## src/rtl/dsp_muladd_acc_pipe.sv

```systemverilog
// Unsigned pipelined y = a*b + c (load) or y = a*b + y (accumulate), with valid tracking and overflow flag.
// Latency 2+MREG cycles at one beat per cycle; en=0 freezes every stage (hold, no drop).
// Optional saturation build: define DSP_MULADD_SAT_EN to clamp y to all-ones on overflow instead of wrapping.
module dsp_muladd_acc_pipe #(
  parameter int AW   = 8,
  parameter int BW   = 8,
  parameter int CW   = 16,
  parameter int YW   = 16,
  parameter int MREG = 1
) (
  input  logic          clock,
  input  logic          reset,
  input  logic          en,
  input  logic          in_valid,
  input  logic [AW-1:0] a,
  input  logic [BW-1:0] b,
  input  logic [CW-1:0] c,
  input  logic          acc,
  output logic          out_valid,
  output logic [YW-1:0] y,
  output logic          ovf
);

  localparam int PW = AW + BW;
  // Sum width is wide enough that no carry is lost; every bit at or above YW means overflow.
  localparam int XW = ((PW > YW) ? PW : YW) + 1;

  logic [AW-1:0] a_q;
  logic [BW-1:0] b_q;
  logic [CW-1:0] c_q;
  logic          acc_q;
  logic          v1_q;

  always_ff @(posedge clock) begin
    if (reset) begin
      a_q   <= '0;
      b_q   <= '0;
      c_q   <= '0;
      acc_q <= 1'b0;
      v1_q  <= 1'b0;
    end else if (en) begin
      a_q   <= a;
      b_q   <= b;
      c_q   <= c;
      acc_q <= acc;
      v1_q  <= in_valid;
    end
  end

  logic [PW-1:0] prod_s1;
  assign prod_s1 = PW'(a_q) * PW'(b_q);

  logic [PW-1:0] pm;
  logic [CW-1:0] pc;
  logic          pacc;
  logic          pv;

  if (MREG == 1) begin : g_mreg
    logic [PW-1:0] m_q;
    logic [CW-1:0] cm_q;
    logic          accm_q;
    logic          vm_q;

    always_ff @(posedge clock) begin
      if (reset) begin
        m_q    <= '0;
        cm_q   <= '0;
        accm_q <= 1'b0;
        vm_q   <= 1'b0;
      end else if (en) begin
        m_q    <= prod_s1;
        cm_q   <= c_q;
        accm_q <= acc_q;
        vm_q   <= v1_q;
      end
    end

    assign pm   = m_q;
    assign pc   = cm_q;
    assign pacc = accm_q;
    assign pv   = vm_q;
  end else begin : g_nomreg
    assign pm   = prod_s1;
    assign pc   = c_q;
    assign pacc = acc_q;
    assign pv   = v1_q;
  end

  logic [XW-1:0] addend_x;
  logic [XW-1:0] sum_x;
  logic          sum_ovf;
  logic [YW-1:0] y_d, y_q;
  logic          ovf_d, ovf_q;
  logic          ov_d, ov_q;

  // Accumulate reads y_q as it stands while the beat sits in stage P, so back-to-back beats chain.
  always_comb begin
    addend_x = pacc ? {{(XW-YW){1'b0}}, y_q} : {{(XW-CW){1'b0}}, pc};
    sum_x    = {{(XW-PW){1'b0}}, pm} + addend_x;
    sum_ovf  = |sum_x[XW-1:YW];
    y_d      = y_q;
    ovf_d    = 1'b0;
    ov_d     = pv;
    if (pv) begin
      ovf_d = sum_ovf;
`ifdef DSP_MULADD_SAT_EN
      y_d   = sum_ovf ? {YW{1'b1}} : sum_x[YW-1:0];
`else
      y_d   = sum_x[YW-1:0];
`endif
    end
  end

  always_ff @(posedge clock) begin
    if (reset) begin
      y_q   <= '0;
      ovf_q <= 1'b0;
      ov_q  <= 1'b0;
    end else if (en) begin
      y_q   <= y_d;
      ovf_q <= ovf_d;
      ov_q  <= ov_d;
    end
  end

  assign y         = y_q;
  assign ovf       = ovf_q;
  assign out_valid = ov_q;

endmodule

```

## config.mk

```make
export PLATFORM = sky130hd
export DESIGN_NAME = dsp_muladd_acc_pipe
export DESIGN_NICKNAME = d
export VERILOG_FILES = /design/src/rtl/dsp_muladd_acc_pipe.sv
export SDC_FILE = /design/constraint.sdc
export NUM_CORES = 1
export LEC_CHECK = 0
export BUFFER_PORTS_ARGS = -buffer_cell sky130_fd_sc_hd__clkbuf_2
export CAP_MARGIN = 20
export CORE_ASPECT_RATIO = 0.7
export CORE_MARGIN = 1.5
export CORE_UTILIZATION = 30
export DETAILED_ROUTE_END_ITERATION = 7
export GPL_TIMING_DRIVEN = 0
export SYNTH_ARGS = -nofsm -noshare
export SYNTH_HDL_FRONTEND = slang
export SYNTH_SLANG_ARGS = --single-unit
```

## constraint.sdc

```tcl
create_clock -name clock -period 6.1 [get_ports clock]
set_clock_uncertainty 0.1 [all_clocks]
set_input_delay 0.61 -clock clock [delete_from_list [all_inputs] [get_ports clock]]
set_output_delay 0.61 -clock clock [all_outputs]
set_load 0.005 [all_outputs]
```

-- Word-level counts from Yosys, hierarchy flattened
Index checks and enable logic that the tools add are counted.
- register bits: 86
- bits of input ports: 37
- output and inout port bits: 18
- $add $sub $neg: 1
- multiply operators: 1
- muxes and demuxes: 2
- reductions and logical operators: 1
- operators by type and width (kind ; number):
    adder 16 x 16 -> 17 bit ; 1
    multiplier 8 x 8 -> 16 bit ; 1
    two-way mux 16 bit ; 1
    AND reduction 2 bit ; 1
    two-way mux 1 bit ; 1

-- Logic depth before layout (Yosys ltp)
- depth after elaboration: 3
- gate-level depth with buffers: 16
- gate-level depth less buffers: 16

-- Worst setup path after synthesis
OpenSTA, ideal clock, no wires.
- path kind: reg-to-reg
- from: register b_q[7]
- to: register g_mreg.m_q[15]
- setup time: 122 ps
- data arrival time: 4211 ps
- setup slack: 1667 ps
- stages on the path, launching flop included: 16
- path buffers: 0
- cells stage by stage: dfxtp_1 -> nand2_1 -> fa_1 -> fa_1 -> inv_1 -> fa_1 -> inv_1 -> fa_1 -> inv_1 -> ha_1 -> o211a_1 -> o31a_1 -> o41ai_2 -> o21ai_1 -> a21o_1 -> a311o_1
- longest elaborated chain between the ends: 1
- RTL lines (element ; line ; RTL):
    start: declaration ; 29 ; logic [BW-1:0] b_q;
    start signal: assignment ; 37 ; b_q <= '0;
    start signal: assignment ; 43 ; b_q <= b;
    multiplier 8 x 8 -> 16 bit ; 51 ; assign prod_s1 = PW'(a_q) * PW'(b_q);
    end signal: assignment ; 71 ; m_q <= prod_s1;
    end: declaration ; 59 ; logic [PW-1:0] m_q;
Every way passes these cells.
A chain may end at the register's enable or synchronous reset.

-- Worst setup path after layout
- from: register a_q[0]
- to: register g_mreg.m_q[15]
- longest elaborated chain between the ends: 1
- RTL lines (element ; line ; RTL):
    start: declaration ; 28 ; logic [AW-1:0] a_q;
    start signal: assignment ; 36 ; a_q <= '0;
    start signal: assignment ; 42 ; a_q <= a;
    multiplier 8 x 8 -> 16 bit ; 51 ;
Every way passes these cells.

==> summary.md <==
| Metric | Value |
|---|---|
| Cell with the most instances on the worst path | `fa_1` |
| WP data required | `6.25 ns` |
| Synthesis-stage register bit count | `86` |
| Total CTS buffers | `9` |
| Cells resized by post-CTS repair | `0` |
| Setup_tns | `0 ns` |
| CP cell instances | `nand2_1, fa_1, fa_1, inv_1, fa_1, inv_1, fa_1, inv_1, ha_1, o211a_1, o31a_1, o41ai_2, o21ai_1, a21o_1, a311o_1` |
| Post-synth EDFFs | `0` |
| Crit-path slowest cell | `fa_1` |
| Initial drt markers | `304` |
| Cell area after layout | `6970 um^2` |
| Setup Crit Path Kind | `flop to flop` |
| Peak supply drop | `0.142 mV` |
| Delay-heaviest family, CP | `adder cells` |
| Ports | `55` |
| Sequential power share | `43.9%` |
| Total GRT Usage | `14.7%` |
| Port Buffers | `53` |
| Area added between synthesis and finish | `15.1%` |
| CP bufs+invs | `3` |
| H-tree depth | `3` |
| Vias | `4,746` |
| Switching share of power | `26.8%` |
| Syn Area/Cell | `9.18 um^2` |
| Commonest non-fill, non-tap cell in the layout | `dfxtp_1` |
| CORE AREA | `19,800 um^2` |
| Cell variety after synth | `54` |
| Max frequency | `205 MHz` |
| Hold Violations, Final | `0` |
| CP Capture Type | `flop` |
| Clock power frac | `43.4%` |
| Cell area after placement | `6660 um^2` |
| DP HPWL | `11,600 um` |
| Chip Width | `173 um` |
| Final worst path period need | `4.88 ns` |
| Clock Sinks | `86` |
| Starting density of the core | `30.6%` |
| Routability Congestion | `0.857` |
| Post-CTS Setup Inserts | `0` |
| CTS clk-pin slew, worst paths | `0.07 ns` |
| Leak Pwr | `3.38 nW` |
| Max Slew Vio Count | `0` |
| Largest net degree at the start of global routing | `15` |
| Period utilisation layout | `80.0%` |
| Clock latency on the worst-skew pair | `0.36 ns` |
| Nets | `850` |
| Int Pwr | `1.02 mW` |
| Post-synthesis sequential area ratio | `28.4%` |
| Synth async-reset ratio | `0%` |
| Max-cap violations | `0` |
| Comb power frac | `12.7%` |
| P_sw | `374 uW` |
| Die Height | `122 um` |
| CP max stage delay | `0.54 ns` |
| R2R Path Start | `a_q[0]$_SDFFE_PP0P_` |
| CTS root buf | `clkbuf_16` |
| Min-delay worst type | `flop to flop` |
| Worst-path fanout max | `9` |
| Arrival @ worst endpoint | `5.02 ns` |
| Syn Nets | `786` |
| Post-DR vias/cell | `4.76` |
| Slew HR | `40.8%` |
| Routed len/inst | `14.9 um` |
| Most frequent cells in the layout | `86 x dfxtp_1, 81 x nor2_1, 63 x mux2i_1` |
| Total Wirelength | `14,900 um` |
| Row count | `43` |
| Startpoint Class | `flop` |
| Outcome | `finished, final reports clean` |
| PD cells | `200 nW/um^2` |
| Area of the die | `21,100 um^2` |
| Post-route DRC | `0` |
| Initial antenna violation count | `0` |
| Critical Path Source | `a_q[0]$_SDFFE_PP0P_` |
| Clk buf depth | `2` |
| Top_reg_cell synth | `dfxtp_1` |
| Routed Antenna Nets | `0` |
| First-pass DRT Iterations | `5` |
| Global route overflow | `0` |
| Ranking of synthesized cells by area | `dfxtp_1 28%, fa_1 12%, ha_1 11%, mux2i_1 10%, and2_1 5.4%` |
| CTS tree | `yes` |
| YS warnings | `0` |
| Diode count | `0` |
| Hold Buf Count CTS | `0` |
| Worst min-delay path startpoint | `g_mreg.m_q[13]$_SDFFE_PP0P_` |
| Mapped Area | `6060 um^2` |
| Fraction of final layout cells sized beyond drive strength 1 | `12.8%` |
| Vias in the first global route | `4,504` |
| Worst slew pin tran | `0.888 ns` |
| Mapped Cells | `660` |
| Unrepaired setup endpoints after global routing | `false` |
| Top-area cell type share of the netlist area | `28.4%` |
| First-pass GRT wire length | `23,900 um` |
| Yosys top cell by area | `dfxtp_1` |
| Final setup fails | `0` |
## layout make-up
type	count	area [um^2]
inverters	53	199
clock inverters	5	83.8
fillers	2068	12800
repair buffers	53	265
clock buffers	10	229
flip-flops and latches	86	1720
plain buffers	26	101
well taps	270	338
multi-input cells	495	4040
## worst register-to-register path, cell delays in order (launching register included)
cell and delay (ns):
dfxtp_1 0.52, nand2_1 0.14, fa_1 0.52, fa_1 0.54, inv_1 0.06, fa_1 0.53
inv_1 0.06, fa_1 0.53, inv_1 0.05, ha_1 0.35, o211a_1 0.13, o31a_1 0.13
o41ai_2 0.41, o21ai_1 0.21, a21o_1 0.22, a311o_1 0.30
## state kept, by name, indices dropped and copies added (netlist names)
name           cells
g_mreg.m_q        16
v1_q               1
y                 16
g_mreg.vm_q        1
out_valid          1
g_mreg.accm_q      1
b_q                8
c_q               16
a_q                8
g_mreg.cm_q       16
ovf                1
acc_q              1
## final timing paths
check / endpoint / slack, ns / depth (start not counted)
setup / recovery: g_mreg.m_q[15]$_SDFFE_PP0P_ / 1.22 / 15
hold / removal: g_mreg.m_q[13]$_SDFFE_PP0P_ / 0.36 / 2
setup reg to reg: g_mreg.m_q[15]$_SDFFE_PP0P_ / 1.22 / 15
hold reg to reg: g_mreg.m_q[13]$_SDFFE_PP0P_ / 0.36 / 2
## cells in the mapped netlist (all sizes together) (2+ instances only)
master	number
xnor2	12
nor2	81
a211oi	8
nand2	44
o21a	2
or3	2
nand2b	5
a21o	11
nand4	4
a21boi	2
nor2b	4
dfxtp	86
ha	52
o21ai	19
nand3	5
nor3	6
xor2	5
a21oi	25
and2	54
o22ai	2
nand3b	5
clkbuf	21
a31oi	7
inv	53
fa	37
buf	5
mux2	15
mux2i	63
or4	4
o211ai	4
## layer usage
| metal | share of wire, % | global-route usage (%) | vias to the layer above |
|---|---|---|---|
| li1 | - | - | 2365 |
| met1 | 53 | 21.5 | 2271 |
| met2 | 40 | 20.8 | 96 |
| met3 | 5.8 | 3.93 | 14 |
| met4 | 1.6 | 4.24 | 0 |
| met5 | 0 | 0 | - |
## power groups by stage
stage,clock network [mW],registers (mW),logic [mW]
3_3_place_gp,0,0.624,0.177
5_1_grt,0.633,0.616,0.202
2_1_floorplan,0,0.611,0.133
3_5_place_dp,0,0.625,0.178
6_report,0.605,0.612,0.177
4_1_cts,0.622,0.612,0.180
## per-stage QoR
stage | utilization [%] | setup slack [ns] | power, mW | hold WS (ns) | instances
finish | 35.2 | 1.22 | 1.39 | 0.360 | 998
global route | 35.2 | 0.970 | 1.45 | 0.380 | 998
CTS | 35.2 | 1.20 | 1.41 | 0.360 | 998
detailed placement | 33.6 | 1.24 | 0.803 | 0.348 | 983
global placement | 33.6 | 1.28 | 0.801 | 0.346 | 983
floorplan | - | 1.67 | 0.744 | 0.330 | 660
## cells by family after synthesis
logic type	after synthesis	synth area share (%)
adders and majority gates	89	23.0
buffers and inverters	79	4.96
muxes	78	13.2
DFF	86	28.4
xor gates and xnor gates	17	2.46
and+or+nand+nor	220	17.9
AOI/OAI and AO/OA	91	10.1
(Power assumes the default switching activity.)
